===== config.mk =====
export PLATFORM = sky130hd
export DESIGN_NAME = neuraedge_ws_sequencer
export DESIGN_NICKNAME = d
export VERILOG_FILES = /design/src/rtl/neuraedge_ws_sequencer.sv
export SDC_FILE = /design/constraint.sdc
export NUM_CORES = 1
export LEC_CHECK = 0
export CORE_AREA = 3 3 98 100
export CTS_BUF_LIST = sky130_fd_sc_hd__clkbuf_16
export DETAILED_ROUTE_END_ITERATION = 8
export DIE_AREA = 0 0 101 103
export HOLD_SLACK_MARGIN = 0.03
export PLACE_DENSITY = 0.8
export SLEW_MARGIN = 15
export SYNTH_ARGS = -nofsm -noshare
export SYNTH_HDL_FRONTEND = slang
export SYNTH_SLANG_ARGS = --single-unit

===== constraint.sdc =====
create_clock -name clk -period 5.8 [get_ports clk]
set_input_delay 0.58 -clock clk [delete_from_list [all_inputs] [get_ports clk]]
set_output_delay 0.58 -clock clk [all_outputs]
set_load 0.005 [all_outputs]

===== src/rtl/neuraedge_ws_sequencer.sv =====
// Purpose : weight-stationary dataflow sequencer for one PE array. It loads weight rows,
//           streams activation vectors, drains the systolic pipe and hands out results.
// Latency : first result on advance rows+PE_COLS-2 (0-based) after COMPUTE entry.
//           done pulses in the cycle after the advance that carries res_last.
// Backpr. : array_en is the only advance enable. It drops on a missing activation while
//           injecting, or on res_ready=0 while a result is due.
// Ports   : cmd_*  command handshake (accepted in IDLE only)
//           wgt_*  weight-row load handshake
//           act_*  activation stream
//           res_*  result stream
//           busy/done/err status; perf_stall_cnt stall counter
// Config  : define NEURAEDGE_SEQ_PERF_EN to build the stall counter; otherwise perf_stall_cnt reads 0.
module neuraedge_ws_sequencer #(
  parameter int PE_ROWS = 32,
  parameter int PE_COLS = 64,
  parameter int K_MAX_W = 16,
  localparam int ROW_W  = $clog2(PE_ROWS)
) (
  input  logic               clk,
  input  logic               rst_n,
  input  logic               cmd_valid,
  output logic               cmd_ready,
  input  logic [ROW_W:0]     cmd_num_rows,
  input  logic [K_MAX_W-1:0] cmd_num_vec,
  input  logic               cmd_reuse_w,
  input  logic               wgt_valid,
  output logic               wgt_ready,
  output logic [ROW_W-1:0]   wgt_row_sel,
  output logic               wgt_load_en,
  input  logic               act_valid,
  output logic               act_ready,
  output logic               act_bubble,
  output logic               array_en,
  output logic               res_valid,
  input  logic               res_ready,
  output logic               res_last,
  output logic               busy,
  output logic               done,
  output logic               err,
  output logic [31:0]        perf_stall_cnt
);

  // The advance counter must reach num_vec + L - 2, which needs one bit beyond K_MAX_W.
  localparam int SC_W = K_MAX_W + 1;
  localparam logic [ROW_W:0] ROWS_MAX = (ROW_W+1)'(PE_ROWS);

  typedef enum logic [2:0] {
    IDLE    = 3'd0,
    LOAD_W  = 3'd1,
    COMPUTE = 3'd2,
    DRAIN   = 3'd3,
    DONE    = 3'd4
  } state_t;

  state_t             state_q, state_d;
  logic [ROW_W:0]     row_q, row_d;
  logic [ROW_W:0]     rows_q, rows_d;
  logic [K_MAX_W-1:0] num_vec_q, num_vec_d;
  logic [SC_W-1:0]    sc_q, sc_d;
  logic               err_q, err_d;
  logic               cmd_acc;

  // Derived advance indices.
  // lat_m1  = L - 1 : first advance that produces a result
  // last_sc = num_vec + L - 2 : final advance
  // vec_m1  = num_vec - 1 : advance that consumes the last activation
  logic [SC_W-1:0] lat_m1, last_sc, vec_m1;
  logic            out_phase;
  logic            cmd_illegal;

  assign lat_m1      = SC_W'(rows_q) + SC_W'(PE_COLS - 2);
  assign last_sc     = SC_W'(num_vec_q) + lat_m1 - SC_W'(1);
  assign vec_m1      = SC_W'(num_vec_q) - SC_W'(1);
  assign out_phase   = (sc_q >= lat_m1);
  assign cmd_illegal = (cmd_num_rows == '0) || (cmd_num_rows > ROWS_MAX);
  assign err         = err_q;

  always_comb begin
    state_d     = state_q;
    row_d       = row_q;
    rows_d      = rows_q;
    num_vec_d   = num_vec_q;
    sc_d        = sc_q;
    err_d       = 1'b0;
    cmd_acc     = 1'b0;
    cmd_ready   = 1'b0;
    wgt_ready   = 1'b0;
    wgt_row_sel = '0;
    wgt_load_en = 1'b0;
    act_ready   = 1'b0;
    act_bubble  = 1'b0;
    array_en    = 1'b0;
    res_valid   = 1'b0;
    res_last    = 1'b0;
    busy        = 1'b1;
    done        = 1'b0;

    case (state_q)
      IDLE: begin
        busy      = 1'b0;
        // Hold off a new command while the error pulse of the previous one is out.
        cmd_ready = !err_q;
        if (cmd_valid && cmd_ready) begin
          cmd_acc   = 1'b1;
          rows_d    = cmd_num_rows;
          num_vec_d = cmd_num_vec;
          row_d     = '0;
          sc_d      = '0;
          if (cmd_illegal) begin
            err_d = 1'b1;
          end else if (cmd_reuse_w) begin
            state_d = (cmd_num_vec == '0) ? DONE : COMPUTE;
          end else begin
            state_d = LOAD_W;
          end
        end
      end

      LOAD_W: begin
        wgt_ready   = 1'b1;
        wgt_row_sel = row_q[ROW_W-1:0];
        wgt_load_en = wgt_valid;
        if (wgt_valid) begin
          if (row_q == rows_q - (ROW_W+1)'(1)) begin
            sc_d    = '0;
            state_d = (num_vec_q == '0) ? DONE : COMPUTE;
          end else begin
            row_d = row_q + (ROW_W+1)'(1);
          end
        end
      end

      COMPUTE: begin
        // Every advance here injects one real activation. Once results emerge,
        // an advance also needs the downstream to take the result.
        act_ready = !out_phase || res_ready;
        array_en  = act_valid && act_ready;
        res_valid = out_phase && act_valid;
        res_last  = res_valid && (sc_q == last_sc);
        if (array_en) begin
          sc_d = sc_q + SC_W'(1);
          if (sc_q == vec_m1) begin
            state_d = DRAIN;
          end
        end
      end

      DRAIN: begin
        act_bubble = 1'b1;
        array_en   = !out_phase || res_ready;
        res_valid  = out_phase;
        res_last   = res_valid && (sc_q == last_sc);
        if (array_en) begin
          sc_d = sc_q + SC_W'(1);
          if (sc_q == last_sc) begin
            state_d = DONE;
          end
        end
      end

      DONE: begin
        done    = 1'b1;
        state_d = IDLE;
      end

      default: begin
        state_d = IDLE;
      end
    endcase
  end

  always_ff @(posedge clk or negedge rst_n) begin
    if (!rst_n) begin
      state_q   <= IDLE;
      row_q     <= '0;
      rows_q    <= '0;
      num_vec_q <= '0;
      sc_q      <= '0;
      err_q     <= 1'b0;
    end else begin
      state_q   <= state_d;
      row_q     <= row_d;
      rows_q    <= rows_d;
      num_vec_q <= num_vec_d;
      sc_q      <= sc_d;
      err_q     <= err_d;
    end
  end

`ifdef NEURAEDGE_SEQ_PERF_EN
  logic [31:0] perf_q, perf_d;

  always_comb begin
    perf_d = perf_q;
    if (cmd_acc) begin
      perf_d = '0;
    end else if (((state_q == COMPUTE) || (state_q == DRAIN)) && !array_en && (perf_q != '1)) begin
      perf_d = perf_q + 32'd1;
    end
  end

  always_ff @(posedge clk or negedge rst_n) begin
    if (!rst_n) begin
      perf_q <= '0;
    end else begin
      perf_q <= perf_d;
    end
  end

  assign perf_stall_cnt = perf_q;
`else
  assign perf_stall_cnt = '0;
`endif

endmodule


==> flow_summary.ini, run 1 <==
[outcome]
status = complete, no violations

[synthesis]
syn_area_sq_um = 4780
synth_area_leaders = dfrtp_1, ha_1, xnor2_1
ys_types = 69
yosys.area.top_type = dfrtp_1
synthesis.area_per_instance_sq_um = 8.18
ys_seq_area_share_pct = 25.7
synth-edff-count = 0
ys_warn_count = 0
synth_top_flop_cell = dfrtp_1
synthCells = 584
synth_top_area_share_pct = 25.7
synth-async-reset-ratio_pct = 100
ys_ff_latch = 49

[sta]
finalSetupTns_ns = 0
fmax_ghz = 0.177
drv_slew = 0
fin_crit_sh_pct = 97.5
hold_viol = 0
timing.hold.ws_ns = 0.405
worst_pin_slew_ns = 1.10
setup_ws_ns = 0.147
fin_crit_ns = 5.65
skew_ns = 0.00353
setup_viol = 0
slew_headroom_pct = 26.4

[die]
fp.dieH_um = 103
initial_utilization_pct = 54.5
row_count = 34
die_w_um = 101
coreArea_sq_um = 8760
die-area_sq_um = 10400
io_pins = 77

[setup_path]
critPathArrivalTime_ns = 5.07
critPathKind = reg -> out
regToRegSetupSlack_ns = 1.42
startpoint = rows_q[1]$_DFFE_PN0P_
cp-endpoint = res_last
crit_top_cell = ha_1
crit_chain = inv_1 -> ha_1 -> nor3b_2 -> xnor2_2 -> xor2_1 -> ha_1 -> a21o_1 -> a31oi_1 -> a2111o_1 -> a21oi_1 -> a2111oi_0 -> or4b_1 -> nor4_1 -> buf_4 -> and2_1 -> clkdlybuf4s50_1
r2r-start = rows_q[1]$_DFFE_PN0P_
worstPathRequired_ns = 5.22
cp.depth = 16
timing.rr.end = state_q[0]$_DFFE_PN0P_
reg2reg_depth = 15
critPathSlowestCell = or4b_1
critPathTopFamily = simple AND/OR/NAND/NOR gates
cp.buffers_inverters = 3
crit_path_max_incr_delay_ns = 0.53
start_kind = flip-flop
critPathMaxFanout = 7
end_kind = output pin

[global_routing]
grt_pass1_vias = 4109
grt_max_degree = 50
grt_antenna_before_repair = 0
gr-total-overflow = 0
grt_first_pass_wirelength_um = 19900
grtUsageTotal_pct = 23.9

[routing]
ant_nets = 0
dr.max_layer_used = met4
drt-total-wl_um = 12500
drc = 0
first_pass_iters = 5
avgViaCountPerCell = 5.95
wl_met2_um = 6120
num_vias = 4280
post_drt_wl_per_cell_um = 17.4
wirelength_met1_um = 5500
wl_met3_um = 782
drt_iter0_drc = 353

[layout]
final_nets = 681
layout-drive-gt1-share_pct = 3.76
final_area_sq_um = 5310
num_antenna_cells = 0
fin_util_pct = 60.6
final_common_cell = nand2_1
area_growth_syn_to_layout_pct = 11.2
final_cell_mix = nand2_1, xnor2_1, dfrtp_1

[place]
gp_congestion = 0.964
pre_cts_slack_ns = 0.512
placed_cell_area_sq_um = 5140
dp.final_hpwl_um = 9750
port_buffers = 44

[clock_network]
clk_pin_slew_ns = 0.07
cts-hold-fix-buffers = 0
cts_tree = yes
clock_sinks = 49
cts_buffers = 5
cts_resized = 0
clockBufferDepth = 2
clk_latency_ns = 0.29
htreeDepth = 2
cts_setup_buffers = 0
cts_root_buffer = clkbuf_16

[power]
switching_power_uw = 1610
power_density_nw_per_um2 = 611
power_frac_clock_pct = 10.4
vdd_drop_max_v = 0.000329
p_seq_share_pct = 18.1
p_int_uw = 1630
switching_share_pct = 49.7
cellLeakagePower_uw = 0.00243
power_frac_comb_pct = 71.5

[job]
max-cap-violations = 0

[worst_hold_path]
hold_class = in -> async
==> sequential cells by signal, summed over array words and instances (netlist names) <==
register and flops:
err 1, num_vec_q 16, row_q 6, rows_q 6, sc_q 17, state_q 3
==> through the flow <==
step                      power (uW)  cells
final                           3250    719
after global placement          2770    711
after floorplan                 2350    615
after detailed placement        2850    711
after global routing            3520    719
after CTS                       3210    719
==> synthesized netlist by cell type, drive strengths merged, types with 4 or more instances <==
master	instances
nor2	34
o21ai	28
xor2	20
dfrtp	49
a2111oi	4
nor2b	5
o211ai	4
nor3	15
ha	41
a31oi	6
or3	5
buf	35
or4	5
and3	15
nand3	11
nand4	8
o31ai	4
clkbuf	24
inv	43
xnor2	51
nor4	16
a21oi	16
a21o	5
nand2b	12
mux2i	6
nor3b	5
nand2	65
==> worst reg2reg max path: stages, from the launching register on <==
cell and delay (ns):
dfrtp_1 0.42, inv_1 0.14, ha_1 0.25, nor3b_2 0.35, xnor2_2 0.19, xor2_1 0.18
ha_1 0.44, a21o_1 0.19, a31oi_1 0.07, a2111o_1 0.43, a21oi_1 0.35, a2111oi_0 0.18
or4b_1 0.53, nor4_1 0.28, buf_4 0.18, o211ai_1 0.08
==> per-layer routing <==
layer / vias up / global-route usage (%)
met3: 14 / 2.44
met1: 2055 / 31.8
met5: - / 0
met2: 191 / 42.3
li1: 2020 / -
met4: 0 / 4.81
==> layout make-up <==
type                            count  area (sq um)
Sequential cell                    49          1230
Clock buffer                        5           125
Tap cell                          108           135
Inverter                           43           161
Timing Repair Buffer               47           458
Clock inverter                      3          42.5
Fill cell                         747          3450
Multi-Input combinational cell    464          3160
==> logic make-up after synthesis <==
family | share of synthesized area (%)
DFF | 25.7
adders and majority gates | 11.2
xor gates and xnor gates | 13.0
buffers and inverters | 10.7
other | 0.0785
AOI/OAI and AO/OA | 14.8
and+or+nand+nor | 22.6
muxes | 1.96
==> power groups by stage <==
stage / registers [uW] / clock network, uW / logic [uW]
floorplan: 514 / 0 / 1830
global placement: 584 / 0 / 2180
detailed placement: 588 / 0 / 2260
CTS: 582 / 342 / 2280
global route: 599 / 353 / 2570
finish: 588 / 338 / 2320
==> worst min-delay path by stage <==
stage	from	endpoint	slack [ns]	cells past startpoint
2_1_floorplan	rst_n	err$_DFF_PN0_	0.28	0
5_1_grt	rst_n	row_q[0]$_DFFE_PN0P_	0.45	2
3_3_place_gp	row_q[5]$_DFFE_PN0P_	row_q[5]$_DFFE_PN0P_	0.55	2
4_1_cts	rst_n	row_q[0]$_DFFE_PN0P_	0.44	2
6_report	rst_n	row_q[1]$_DFFE_PN0P_	0.41	2
3_5_place_dp	row_q[5]$_DFFE_PN0P_	row_q[5]$_DFFE_PN0P_	0.56	2
No activity file was read; power rests on OpenSTA's default activity.
==> run 2, diff against run 1 <==
--- a/config.mk
+++ b/config.mk
@@ -9,6 +9,7 @@
 export CTS_BUF_LIST = sky130_fd_sc_hd__clkbuf_16
 export DETAILED_ROUTE_END_ITERATION = 8
 export DIE_AREA = 0 0 101 103
+export GPL_TIMING_DRIVEN = 0
 export HOLD_SLACK_MARGIN = 0.03
 export PLACE_DENSITY = 0.8
 export SLEW_MARGIN = 15
==> run 2 against run 1 <==
Sequential share of layout area is 1.4 points lower. Global-route usage is 0.40 points higher. First-iteration DRC count is 25% lower. Count of clock-buffer cells in the layout stayed put. Critical path depth is 1 higher. Total power is 0.18% higher. Via count is 1.4% higher. Die area stayed put. Combinational power is 5% higher. Final area is 6.6% higher. Hold slack worse by 0.18 ns. Largest cell class unchanged.
==> flow_summary.ini, run 2 (synthesis results as in run 1) <==
[die]
die_w_um = 101
io_pins = 77
die-area_sq_um = 10400
coreArea_sq_um = 8760
row_count = 34
initial_utilization_pct = 54.5
fp.dieH_um = 103

[layout]
largest_reg_flops = 17
fillCellCount = 766
largest-register = sc_q
multi_input_area_sq_um = 3180
seq_area_sq_um = 1230
layout-drive-gt1-share_pct = 8.81
final_common_cell = nand2_1
num_antenna_cells = 0
fin_util_pct = 64.6
final_cell_mix = nand2_1, xnor2_1, dfrtp_1
area_growth_syn_to_layout_pct = 18.6
final_nets = 740
reg.largest.list = sc_q: 17 flops, num_vec_q: 16 flops

[sta]
finalSetupTns_ns = 0
rsz0062_at_grt = no
timing.hold.ws_ns = 0.225
fmax_ghz = 0.180
worst_pin_slew_ns = 0.945
slew_headroom_pct = 36.5
fin_crit_sh_pct = 95.8
setup_viol = 0
hold_viol = 0
fin_crit_ns = 5.55
skew_ns = 0.00679
drv_slew = 0

[outcome]
status = complete, no violations

[setup_path]
critPathTopFamily = simple AND/OR/NAND/NOR gates
cp.buffers_inverters = 4
start_kind = flip-flop
timing.rr.end = state_q[2]$_DFFE_PN0P_
reg2reg_depth = 17
crit_chain = inv_1 -> ha_1 -> nor3b_2 -> xnor2_2 -> xor2_1 -> ha_1 -> buf_2 -> a21o_1 -> a31oi_1 -> a2111o_1 -> a21oi_2 -> a2111oi_0 -> or4b_1 -> nor4_4 -> buf_4 -> and2_1 -> clkdlybuf4s50_1
critPathMaxFanout = 7
regToRegSetupSlack_ns = 1.44
crit_top_cell = ha_1
crit_path_max_incr_delay_ns = 0.57
critPathSlowestCell = or4b_1
critPathArrivalTime_ns = 4.97
worstPathRequired_ns = 5.22
critPathKind = reg -> out
r2r-start = rows_q[1]$_DFFE_PN0P_
end_kind = output pin

[routing]
first_pass_iters = 5
wl_met2_um = 5950
ant_nets = 0
wl_met3_um = 599
wirelength_met1_um = 5490
drt_iter0_drc = 265
num_vias = 4340
drt-total-wl_um = 12400
drc = 0
dr.max_layer_used = met4
avgViaCountPerCell = 5.58
post_drt_wl_per_cell_um = 16.0

[global_routing]
gr-total-overflow = 0
grt_antenna_before_repair = 0
grt_first_pass_wirelength_um = 20100
grt_pass1_vias = 4282
grt_max_degree = 33
grtUsageTotal_pct = 24.3

[clock_network]
cts_tree = yes
clockBufferDepth = 2
cts-hold-fix-buffers = 0
cts_buffers = 5
clock_sinks = 49
clk_latency_ns = 0.29
cts_root_buffer = clkbuf_16
clk_pin_slew_ns = 0.07
htreeDepth = 2

[worst_hold_path]
hold_class = in -> async

[power]
cellLeakagePower_uw = 0.00264
vdd_drop_max_v = 0.000310
power_density_nw_per_um2 = 574

[place]
port_buffers = 44
dp.final_hpwl_um = 9990
gp_congestion = 0.917

[job]
max-cap-violations = 0
run 2: cell type report:
| type | count | share of cell area, % |
|---|---|---|
| Multi-Input combinational cell | 464 | 56.1 |
| Buffer | 59 | 6.21 |
| Inverter | 43 | 2.85 |
| Clock inverter | 3 | 0.243 |
| Timing Repair Buffer | 47 | 8.31 |
| Sequential cell | 49 | 21.7 |
| Clock buffer | 5 | 2.21 |
| Tap cell | 108 | 2.39 |
run 2: worst reg2reg max path, delay by kind of cell (launching register included):
| kind | cells | cell delay, ns |
|---|---|---|
| adders and majority gates | 2 | 0.53 |
| and+or+nand+nor | 3 | 1.14 |
| xor gates and xnor gates | 2 | 0.35 |
| AOI/OAI and AO/OA | 6 | 1.22 |
| buffers and inverters | 4 | 0.61 |
| DFF | 1 | 0.44 |
run 2: metal layers:
layer	GRT usage (%)	up-vias
met4	8.90	0
met1	31.6	2053
met5	0	-
met3	2.71	23
li1	-	2136
met2	41.8	128
run 2: worst max path at each step:
stage,slack (ns),startpoint,end,cells past startpoint
CTS,0.06,rows_q[1]$_DFFE_PN0P_,res_last,16
global route,0.03,rows_q[1]$_DFFE_PN0P_,res_last,17
global placement,-0.17,rows_q[1]$_DFFE_PN0P_,res_last,16
finish,0.25,rows_q[1]$_DFFE_PN0P_,res_last,17
floorplan,1.39,rows_q[1]$_DFFE_PN0P_,res_last,15
detailed placement,-0.25,rows_q[1]$_DFFE_PN0P_,res_last,16
run 2: power by group:
group	switching, uW	total [uW]	leakage [uW]	internal (uW)
Sequential	106	539	0.000649	433
Clock	126	283	0.0000748	157
Combinational	1400	2430	0.00192	1030
Total	1630	3250	0.00264	1620
run 2: per-stage QoR:
stage / total power, uW / instance area [sq um] / worst slack, ns / instances
after floorplan: 2350 / 4890 / 1.39 / 615
after global placement: 2820 / 5470 / -0.168 / 767
after detailed placement: 2890 / 5480 / -0.248 / 768
after CTS: 3230 / 5640 / 0.0579 / 776
after global routing: 3560 / 5660 / 0.0253 / 778
final: 3250 / 5660 / 0.246 / 778
run 2: repair_timing:
item	CTS	global route
hold endpoints to repair	0	0
setup buffers	0	2
pin swaps	0	1
endpoints found under the setup margin	1	1
cloned	0	0
gates resized for setup	3	1
==> run 3, diff against run 2 <==
==> config.mk (replaced) <==
export PLATFORM = sky130hd
export DESIGN_NAME = neuraedge_ws_sequencer
export DESIGN_NICKNAME = d
export VERILOG_FILES = /design/src/rtl/neuraedge_ws_sequencer.sv
export SDC_FILE = /design/constraint.sdc
export NUM_CORES = 1
export LEC_CHECK = 0
export CORE_AREA = 3 3 97 99
export CTS_BUF_LIST = sky130_fd_sc_hd__clkbuf_8
export DETAILED_ROUTE_END_ITERATION = 8
export DIE_AREA = 0 0 100 102
export GPL_TIMING_DRIVEN = 0
export HOLD_SLACK_MARGIN = 0.03
export PLACE_DENSITY = 0.81
export SLEW_MARGIN = 15
export SYNTH_ARGS = -nofsm -noshare
export SYNTH_HDL_FRONTEND = slang
export SYNTH_SLANG_ARGS = --single-unit
==> run 3 against run 2 <==
Hold slack worse by 0.032 ns. Clock power decreased by 8.8%. Final cell count down 0.26%. Combinational power barely moved. Sequential share of layout area increased by 0.067 points. Largest cell class unchanged. Critical endpoint unchanged. Global-route usage is 0.51 points higher.
==> flow_summary.ini, run 3 (synthesis results as in run 1) <==
[outcome]
status = complete, no violations

[global_routing]
grt_max_degree = 32
grtUsageMet2_pct = 42.8
gr-usage-met3_pct = 4.10
grt_pass1_vias = 4235
gr-total-overflow = 0
grtUsageTotal_pct = 24.8
grt_use_met1_pct = 31.8
grt_first_pass_wirelength_um = 20100
top_usage_layer = met2
grt_antenna_before_repair = 0

[setup_path]
critPathKind = reg -> out
regToRegSetupSlack_ns = 1.53
r2r-start = rows_q[1]$_DFFE_PN0P_
end_kind = output pin
critPathMaxFanout = 7
worstPathRequired_ns = 5.22
critPathArrivalTime_ns = 5.01
start_kind = flip-flop
startpoint = rows_q[1]$_DFFE_PN0P_

[power]
power_frac_clock_pct = 7.9
p_seq_share_pct = 16.6
switching_share_pct = 50.4
p_int_uw = 1620
power_frac_comb_pct = 75.5
cellLeakagePower_uw = 0.00263
switching_power_uw = 1640
power_density_nw_per_um2 = 578
vdd_drop_max_v = 0.000271

[routing]
avgViaCountPerCell = 5.65
drt-total-wl_um = 12500
drt_iter0_drc = 207
first_pass_iters = 5
ant_nets = 0
post_drt_wl_per_cell_um = 16.1
drc = 0
num_vias = 4387

[die]
io_pins = 77
coreArea_sq_um = 8640
row_count = 34
die_w_um = 100
die-area_sq_um = 10200
initial_utilization_pct = 55.3
fp.dieH_um = 102

[clock_network]
cts_buffers = 5
clockBufferDepth = 2
clk_pin_slew_ns = 0.10
htreeDepth = 2
cts_tree = yes
clock_sinks = 49
cts_root_buffer = clkbuf_8
clk_latency_ns = 0.31

[layout]
final_cell_mix = nand2_1, xnor2_1, dfrtp_1
area_growth_syn_to_layout_pct = 18.2
final_nets = 738
largest-register = sc_q
reg.largest.list = sc_q: 17 flops, num_vec_q: 16 flops
final_common_cell = nand2_1
layout-drive-gt1-share_pct = 8.98
largest_reg_flops = 17
fin_util_pct = 65.4
num_antenna_cells = 0
fin_cells = 776

[place]
gp_congestion = 0.949
dp.final_hpwl_um = 10100
port_buffers = 44
dp_cells = 768

[worst_hold_path]
hold_class = in -> async

[sta]
slew_headroom_pct = 34.0
fin_crit_sh_pct = 96.4
drv_slew = 0
rsz0062_at_grt = no
fin_crit_ns = 5.59
worst_pin_slew_ns = 0.983
setup_viol = 0
skew_ns = 0.0101
hold_viol = 0
fmax_ghz = 0.179

[job]
max-cap-violations = 0
run 3: cell types whose count changed in the layout (fill, tap and decap cells not counted), sizes merged:
cell,change
buf,-1
clkinv,-2
bufinv,+1
run 3: power by group through the flow:
stage / Combinational [uW] / Sequential (uW) / Clock, uW
2_1_floorplan: 1830 / 514 / 0
3_3_place_gp: 2300 / 540 / 0
3_5_place_dp: 2360 / 543 / 0
4_1_cts: 2420 / 537 / 260
5_1_grt: 2750 / 555 / 272
6_report: 2460 / 541 / 258
run 3: repair_timing:
item / CTS / global route
pin swaps: 0 / 1
resized for setup: 4 / 3
setup buffers: 0 / 1
gates cloned: 0 / 0
hold buffers: 0 / 0
setup endpoints to repair: 1 / 1
run 3: stage by stage:
stage	hold slack (ns)	cell area [sq um]	setup TNS, ns	total power (uW)	setup WS (ns)
floorplan	0.284	4890	0	2350	1.39
global placement	0.549	5470	-0.168	2840	-0.168
detailed placement	0.545	5480	-0.313	2900	-0.313
CTS	0.203	5630	0	3210	0.126
global route	0.221	5650	0	3580	0.0558
finish	0.193	5650	0	3260	0.211
run 3: layout make-up:
| class | instances | area (sq um) |
|---|---|---|
| clock buffers | 6 | 82.6 |
| inverters | 43 | 161 |
| multi-input cells | 464 | 3200 |
| fillers | 745 | 2990 |
| repair buffers | 46 | 463 |
| clock inverters | 2 | 33.8 |
| flip-flops and latches | 49 | 1230 |
| well taps | 108 | 135 |
| plain buffers | 58 | 348 |
run 3: worst max-delay path: stages (launching register included):
cell and delay (ns):
dfrtp_1 0.44, inv_1 0.15, ha_1 0.25, nor3b_2 0.29, xnor2_2 0.19, xor2_1 0.18, ha_1 0.29, buf_2 0.17
a21o_1 0.18, a31oi_1 0.07, a2111o_1 0.45, a21oi_4 0.22, a2111oi_0 0.13, or4b_1 0.58, nor4_4 0.28, buf_4 0.19
and2_1 0.13, clkdlybuf4s50_1 0.49
run 3: path summary, 6_finish.rpt:
kind | to | depth (start not counted)
worst min register to register | row_q[5]$_DFFE_PN0P_ | 2
worst max register to register | state_q[0]$_DFFE_PN0P_ | 16
min in group clk | row_q[5]$_DFFE_PN0P_ | 2
worst min-delay path | row_q[0]$_DFFE_PN0P_ | 1
max in group asynchronous | num_vec_q[12]$_DFFE_PN0P_ | 2
worst max-delay path | res_last | 17
run 3: layer usage:
| layer | routed length, um | vias up |
|---|---|---|
| met4 | 335 | 0 |
| met1 | 5180 | 2070 |
| met3 | 900 | 25 |
| met2 | 6090 | 164 |
| met5 | 0 | - |
| li1 | - | 2128 |
